===== config.mk =====
export PLATFORM = sky130hd
export DESIGN_NAME = ps2_host_tx
export DESIGN_NICKNAME = d
export VERILOG_FILES = /design/src/rtl/ps2_host_tx.sv
export SDC_FILE = /design/constraint.sdc
export NUM_CORES = 1
export LEC_CHECK = 0
export ABC_AREA = 1
export BUFFER_PORTS_ARGS = -buffer_cell sky130_fd_sc_hd__buf_2
export CAP_MARGIN = 20
export CORE_ASPECT_RATIO = 0.6
export CORE_MARGIN = 2
export CORE_UTILIZATION = 56
export CTS_BUF_LIST = sky130_fd_sc_hd__clkbuf_4 sky130_fd_sc_hd__clkbuf_8
export DETAILED_ROUTE_END_ITERATION = 8
export PLACE_DENSITY = 0.77
export SKIP_LAST_GASP = 1
export SLEW_MARGIN = 20
export SYNTH_ARGS = -nofsm -noshare
export SYNTH_HDL_FRONTEND = slang
export SYNTH_SLANG_ARGS = --single-unit

===== constraint.sdc =====
create_clock -name clk -period 2.1 [get_ports clk]
set_clock_uncertainty 0.1 [all_clocks]
set_input_delay 0.42 -clock clk [delete_from_list [all_inputs] [get_ports clk]]
set_output_delay 0.42 -clock clk [all_outputs]
set_load 0.005 [all_outputs]

===== src/rtl/ps2_host_tx.sv =====
// Host-to-device PS/2 transmitter: inhibit, request-to-send, 8 data bits, odd parity, stop, device ACK.
// Optional macro PS2_TX_RETRY_EN: retry a failed frame up to twice before flagging err.
module ps2_host_tx #(
    parameter int unsigned INHIBIT_CYC  = 12000,
    parameter int unsigned REQ_CYC      = 200,
    parameter int unsigned START_TO_CYC = 1500000,
    parameter int unsigned PKT_TO_CYC   = 200000,
    parameter int unsigned FILT_LEN     = 8
) (
    input  logic       clk,
    input  logic       rst,
    input  logic       start,
    input  logic [7:0] tdata,
    output logic       ready,
    output logic       tx_active,
    output logic       done,
    output logic       err,
    input  logic       kclk_in,
    input  logic       kdata_in,
    output logic       kclk_oe,
    output logic       kdata_oe
);

    localparam int unsigned MAX_AB  = (INHIBIT_CYC > REQ_CYC) ? INHIBIT_CYC : REQ_CYC;
    localparam int unsigned MAX_CD  = (START_TO_CYC > PKT_TO_CYC) ? START_TO_CYC : PKT_TO_CYC;
    localparam int unsigned MAX_CYC = (MAX_AB > MAX_CD) ? MAX_AB : MAX_CD;
    localparam int unsigned TW      = $clog2(MAX_CYC + 1);
    localparam int unsigned FW      = $clog2(FILT_LEN + 1);

    typedef enum logic [3:0] {
        IDLE, INHIBIT, REQ, WAIT_CLK, SEND, ACK, RELEASE, DONE, ERR
    } state_t;

    state_t          state;
    logic            kclk_s1, kclk_s2, kdata_s1, kdata_s2;
    logic            kclk_f;
    logic [FW-1:0]   filt_cnt;
    logic            fall;
    logic [TW-1:0]   timer;
    logic [TW-1:0]   timer_inc;
    logic [3:0]      idx;
    logic [9:0]      frame;
    logic            timeout_c;
    logic            nack_c;
    logic            fail_c;
`ifdef PS2_TX_RETRY_EN
    logic [1:0]      retry_cnt;
`endif

    // Synchronise both lines; the clock level is accepted only after FILT_LEN equal samples.
    always_ff @(posedge clk) begin
        if (rst) begin
            kclk_s1  <= 1'b1;
            kclk_s2  <= 1'b1;
            kdata_s1 <= 1'b1;
            kdata_s2 <= 1'b1;
            kclk_f   <= 1'b1;
            filt_cnt <= '0;
            fall     <= 1'b0;
        end else begin
            kclk_s1  <= kclk_in;
            kclk_s2  <= kclk_s1;
            kdata_s1 <= kdata_in;
            kdata_s2 <= kdata_s1;
            fall     <= 1'b0;
            if (kclk_s2 == kclk_f) begin
                filt_cnt <= '0;
            end else if (filt_cnt == FW'(FILT_LEN - 1)) begin
                kclk_f   <= kclk_s2;
                filt_cnt <= '0;
                fall     <= ~kclk_s2;
            end else begin
                filt_cnt <= filt_cnt + FW'(1);
            end
        end
    end

    assign timer_inc = (timer == {TW{1'b1}}) ? timer : timer + TW'(1);

    // Failure detection: start/packet timeouts and a missing ACK on the 11th fall.
    always_comb begin
        timeout_c = 1'b0;
        case (state)
            WAIT_CLK:          timeout_c = !fall && (timer >= TW'(START_TO_CYC - 1));
            SEND, ACK, RELEASE: timeout_c = (timer >= TW'(PKT_TO_CYC - 1));
            default:           timeout_c = 1'b0;
        endcase
        nack_c = (state == ACK) && fall && kdata_s2;
        fail_c = timeout_c | nack_c;
    end

    always_ff @(posedge clk) begin
        if (rst) begin
            state     <= IDLE;
            ready     <= 1'b1;
            tx_active <= 1'b0;
            done      <= 1'b0;
            err       <= 1'b0;
            kclk_oe   <= 1'b0;
            kdata_oe  <= 1'b0;
            timer     <= '0;
            idx       <= '0;
            frame     <= '0;
`ifdef PS2_TX_RETRY_EN
            retry_cnt <= '0;
`endif
        end else begin
            done <= 1'b0;
            err  <= 1'b0;
            if (fail_c) begin
`ifdef PS2_TX_RETRY_EN
                if (retry_cnt != 2'd2) begin
                    retry_cnt <= retry_cnt + 2'd1;
                    kclk_oe   <= 1'b1;
                    kdata_oe  <= 1'b0;
                    timer     <= '0;
                    state     <= INHIBIT;
                end else
`endif
                begin
                    err      <= 1'b1;
                    kclk_oe  <= 1'b0;
                    kdata_oe <= 1'b0;
                    state    <= ERR;
                end
            end else begin
                case (state)
                    IDLE: begin
                        if (start) begin
                            frame     <= {1'b1, ~^tdata, tdata};
                            ready     <= 1'b0;
                            tx_active <= 1'b1;
                            kclk_oe   <= 1'b1;
                            timer     <= '0;
`ifdef PS2_TX_RETRY_EN
                            retry_cnt <= '0;
`endif
                            state     <= INHIBIT;
                        end
                    end
                    INHIBIT: begin
                        if (timer == TW'(INHIBIT_CYC - 1)) begin
                            timer    <= '0;
                            kdata_oe <= 1'b1;
                            state    <= REQ;
                        end else begin
                            timer <= timer_inc;
                        end
                    end
                    REQ: begin
                        if (timer == TW'(REQ_CYC - 1)) begin
                            timer   <= '0;
                            kclk_oe <= 1'b0;
                            state   <= WAIT_CLK;
                        end else begin
                            timer <= timer_inc;
                        end
                    end
                    WAIT_CLK: begin
                        if (fall) begin
                            kdata_oe <= ~frame[0];
                            idx      <= 4'd1;
                            timer    <= '0;
                            state    <= SEND;
                        end else begin
                            timer <= timer_inc;
                        end
                    end
                    SEND: begin
                        // idx 9 is the stop bit: it releases the data line.
                        timer <= timer_inc;
                        if (fall) begin
                            kdata_oe <= ~frame[idx];
                            idx      <= idx + 4'd1;
                            if (idx == 4'd9) state <= ACK;
                        end
                    end
                    ACK: begin
                        timer <= timer_inc;
                        if (fall) state <= RELEASE;
                    end
                    RELEASE: begin
                        timer <= timer_inc;
                        if (kclk_f && kdata_s2) begin
                            done  <= 1'b1;
                            state <= DONE;
                        end
                    end
                    DONE, ERR: begin
                        ready     <= 1'b1;
                        tx_active <= 1'b0;
                        kclk_oe   <= 1'b0;
                        kdata_oe  <= 1'b0;
                        state     <= IDLE;
                    end
                    default: state <= IDLE;
                endcase
            end
        end
    end

endmodule


======== Word level (Yosys, flattened, before mapping) ========
Index checks and enable logic that the tools add are counted.
W data, S select, Z words.
storage, ports and cells
  output and inout port bits .............. 6
  flip-flop bits (word level) ............. 55
  input port bits ......................... 13
  logic and storage cells ................. 123
operators by class
  equal/unequal tests ..................... 30
  multiplexer cells ....................... 34
  reduce and logical (&&, ||, !) cells .... 27
  $add $sub $neg .......................... 3
  bitwise logic cells ..................... 8
  magnitude comparators ................... 3
operators by type and width
  operator                 count
  $mux W21                 5
  $pmux W21 S5             1
  $mux W4                  11
  $pmux W4 S7              1
  $ne A3 B3 Y1 const B     8
  $add A21 B1 Y21 const B  1
  $eq A21 B14 Y1 const B   1
  $eq A21 B21 Y1 const B   1
  $eq A21 B8 Y1 const B    1
  $ge A21 B18 Y1 const B   1
  $ge A21 B21 Y1 const B   1
  $eq A4 B3 Y1 const B     5
  $ne A2 B2 Y1 const B     8
  $reduce_and A8 Y1        2
  $reduce_and A3 Y1        4
  $reduce_or A3 Y1         4
  $mux W1                  9
  $add A4 B1 Y4 const B    2
  $eq A4 B2 Y1 const B     2
  $eq A4 B4 Y1 const B     2
  $pmux W4 S2              1
  $reduce_and A4 Y1        2
  $reduce_xnor A8 Y1       1
  $not A1 Y1               7
  17 further kinds         24

======== Depth between registers and ports, before layout ========
  word-level depth ........................ 6
  mapped depth ............................ 15

======== Worst setup path before layout ========
Ideal clock, no wire load.
  kind .................................... register to register
  start point ............................. register timer[0]
  end point ............................... register timer[13]
  path slack .............................. 59 ps
  library setup time ...................... 138 ps
  clock period less this slack ............ 2041 ps
  cell stages (with the launch flop) ...... 14
  data arrival time ....................... 1803 ps
  required time ........................... 1862 ps
  buffers on the path ..................... 1
  path through ............................ dfxtp_1 -> ha_1 -> nand3_2 -> nor2_2 -> inv_2 -> nor2_1 -> nor2_1 -> nand2_2 -> nand2_4 -> nand3_2 -> nor2_2 -> buf_2 -> nand2_1 -> a21oi_2
between the ends
  cells in the longest elaborated chain, start to end .. 6
  elaborated cells between the ends (all ways) .. 16
ends and longest elaborated chain
  element                             RTL line  source
  from (decl)                         39        logic [TW-1:0] timer;
  from (signal assigned)              147       timer <= timer_inc;
  from (signal assigned)              156       timer <= timer_inc;
  from (signal assigned)              166       timer <= timer_inc;
  $ge A21 B21 Y1                      84        WAIT_CLK: timeout_c = !fall && (timer >= TW'(START_TO_CYC - 1));
  $logic_and A1 B1 Y1                 84
  $pmux W1 S2                         83        case (state)
  $or A1 B1 Y1                        89        fail_c = timeout_c | nack_c;
  $not A1 Y1 (no source line)         --
  $reduce_and A3 Y1 (no source line)  --
Parallel ways exist; a longest one is shown, timed or not.
A chain may end at the register's enable or synchronous reset.

======== Worst setup path in the final report ========
  start point ............................. register timer[12]
  end point ............................... register timer[20]
Same word-level chain as after synthesis.

==> flow_metrics.env <==
export IMPL_coreArea_um2=6820
export IMPL_syn_cell_area_um2=4030
export IMPL_syn_to_final_growth_pct=21.8
export IMPL_io_pins=19
export IMPL_max_cap_violations=0
export IMPL_cp_max_fo=6
export IMPL_relSlewSlack=0.662
export IMPL_fmax_ghz=0.478
export IMPL_cts_tree="yes"
export IMPL_hp_class="input pin to flop"
export IMPL_final_util=0.721
export IMPL_clkSinkCount=55
export IMPL_critPathRequiredTime_ns=2.27
export IMPL_avgSynthCellArea_um2=6.08
export IMPL_hold_ws_ns=0.151
export IMPL_wl_per_cell_um=16.9
export IMPL_dieArea_um2=7920
export IMPL_rsz0062_at_grt="yes"
export IMPL_diodes=0
export IMPL_cp_start_kind="flop"
export IMPL_die_w_um=114
export IMPL_ir_drop_mv=0.355
export IMPL_port_buffer_count=18
export IMPL_synth_cell_types=36
export IMPL_cts_hold_buf=0
export IMPL_row_count=23
export IMPL_crit_top_cell="nand2_2"
export IMPL_fin_crit_ns=2.09
export IMPL_cts_buffer_depth=2
export IMPL_htreeDepth=2
export IMPL_synth_seq_area_share=0.273
export IMPL_setup_violations=0
export IMPL_cp_buffers_inverters=2
export IMPL_path_delay_family="simple AND/OR/NAND/NOR gates"
export IMPL_firstDrtPassIters=5
export IMPL_initial_core_util=0.591
export IMPL_place_congestion=0.963
export IMPL_grt_pass1_wl_um=20200
export IMPL_drive_gt1_frac=0.263
export IMPL_grt_pass1_vias=4043
export IMPL_crit_path_end_kind="flop"
export IMPL_fin_cells=803
export IMPL_hold_violations=0
export IMPL_busiest_layer="met1"
export IMPL_use_met1=0.504
export IMPL_met2_usage=0.441
export IMPL_post_route_period_util=0.996
export IMPL_vias_per_cell=5.87
export IMPL_synth_cells=664
export IMPL_worst_slew_pin_slew_ns=0.507
export IMPL_placed_area_um2=4370
export IMPL_yosys_warnings=0
export IMPL_setup_tns_ns=0
export IMPL_dr_first_iter_drc_count=538
export IMPL_cts_buffers=5
export IMPL_final_antenna_net_count=0
export IMPL_dr_total_vias=4717
export IMPL_worstSetupPathType="flop to flop"
export IMPL_finalPower_mw=3.58
export IMPL_outcome="finished, final reports clean"
export IMPL_syn_num_nets=681
export IMPL_setup_slack_ns=0.00897
export IMPL_crit_chain="inv_4, nand2_2, nor2_2, nand2_1, nand2_1, nand2_2, nand2_2, nand2_2, nand2_4, nand3_4, nor2_4, clkbuf_16, nand2_1, a21oi_1"
export IMPL_grt_use_total=0.324
export IMPL_grt_antenna_before_repair=0
export IMPL_final_area_um2=4910
export IMPL_clk_latency_ns=0.35
export IMPL_drc_errors=0
export IMPL_grtUsageMet3=0.0787
export IMPL_p_leak_nw=2.12
export IMPL_grt_ovfl_total=0
export IMPL_dpl_hpwl_um=9480
export IMPL_root_buffer="clkbuf_8"
export IMPL_placed_cells=771
export IMPL_grt_max_degree=23
export IMPL_die_y_um=69.7
export IMPL_cp_arrival_ns=2.26
export IMPL_cts_clk_slew_worst_paths_ns=0.12
export IMPL_synth_seq_cells=55
export IMPL_drv_slew=0
export IMPL_slowest_delay_ns=0.41
export IMPL_p_per_area_nw_per_um2=729
export IMPL_pre_cts_slack_ns=0.0162
export IMPL_final_nets=732
export IMPL_cp_slowest_cell="dfxtp_4"
export IMPL_wl_um=13600
## power by group
part / internal (mW) / total, mW / switching, mW
Sequential: 1.16 / 1.23 / 0.0780
Combinational: 0.680 / 1.67 / 0.990
Clock: 0.249 / 0.678 / 0.429
Total: 2.09 / 3.58 / 1.50
## placed cells by master, fill, tap and decap left out, drive strengths merged, types with 2 or more instances in the layout
master,synthesis,layout
nand3b,2,2
xor2,12,12
clkinv,1,2
inv,64,66
clkbuf,16,9
o2111ai,2,2
xnor2,6,6
buf,14,70
o21ai,33,33
nor2,92,92
nand4,21,21
nor3,6,6
o211ai,2,2
or2,4,4
nand3,77,77
a21oi,43,43
ha,4,4
dfxtp,55,55
nor3b,2,2
nand2,205,205
## cell usage after synthesis (all sizes together)
cell | instances | share of area
nand4 | 21 | 0.036
nand3b | 2 | 0.0037
ha | 4 | 0.012
or2 | 4 | 0.0062
o211ai | 2 | 0.0037
nor3 | 6 | 0.0087
o22ai | 1 | 0.0016
inv | 64 | 0.060
a21oi | 43 | 0.062
o21ai | 33 | 0.044
clkbuf | 16 | 0.015
xor2 | 12 | 0.026
nor3b | 2 | 0.0037
clkinv | 1 | 0.0012
xnor2 | 6 | 0.013
nor4 | 1 | 0.0016
and2 | 1 | 0.0016
buf | 14 | 0.023
dfxtp | 55 | 0.27
nand3 | 77 | 0.098
o2111ai | 2 | 0.0043
nor2 | 92 | 0.097
nand2 | 205 | 0.21
## state kept, by name (all words and copies together), names as in the netlist, 4 cells and up
register and count:
filt_cnt 4, frame 10, idx 4, state 4, timer 21
## logic make-up (layout without fill, tap and decap cells)
logic type	Yosys count	count (layout)	share of synthesized area
AO/OA/AOI/OAI	81	81	0.115
XOR/XNOR	18	18	0.0391
adder cells (fa/ha/maj)	4	4	0.0124
buffers and inverters	95	147	0.0983
flip-flops	55	55	0.273
AND/OR/NAND/NOR	411	411	0.462
## area by class of cell
type | count | area [um2]
inverter | 65 | 251
clock buffer | 5 | 68.8
clock inverter | 3 | 28.8
timing repair buffer | 74 | 633
tap | 87 | 109
fill | 598 | 1910
sequential | 55 | 1150
multi-input combinational | 514 | 2680
## final timing paths
| kind | startpoint | end | slack [ns] | cells after the start |
|---|---|---|---|---|
| max reg2reg | timer[12] | timer[20] | 0.009 | 14 |
| max | timer[12] | timer[20] | 0.009 | 14 |
| min | kdata_in | kdata_s1 | 0.15 | 2 |
| min reg2reg | kclk_s1 | kclk_s2 | 0.32 | 1 |
## routing by layer
metal	part of all wire	wire length, um
met1	0.45	6060
met2	0.40	5400
met3	0.14	1870
met4	0.017	233
met5	0	0
## worst reg2reg max path: stages (launching register included)
cell	delay [ns]
dfxtp_4	0.41
inv_4	0.07
nand2_2	0.04
nor2_2	0.12
nand2_1	0.08
nand2_1	0.08
nand2_2	0.07
nand2_2	0.08
nand2_2	0.08
nand2_4	0.11
nand3_4	0.09
nor2_4	0.28
clkbuf_16	0.22
nand2_1	0.06
a21oi_1	0.11
## what timing repair did
action,CTS,global route
setup buffers,0,18
setup endpoints to repair,1,30
gates resized for setup,1,76
gates cloned,0,6
pin swaps,0,17
(Power assumes the default switching activity.)
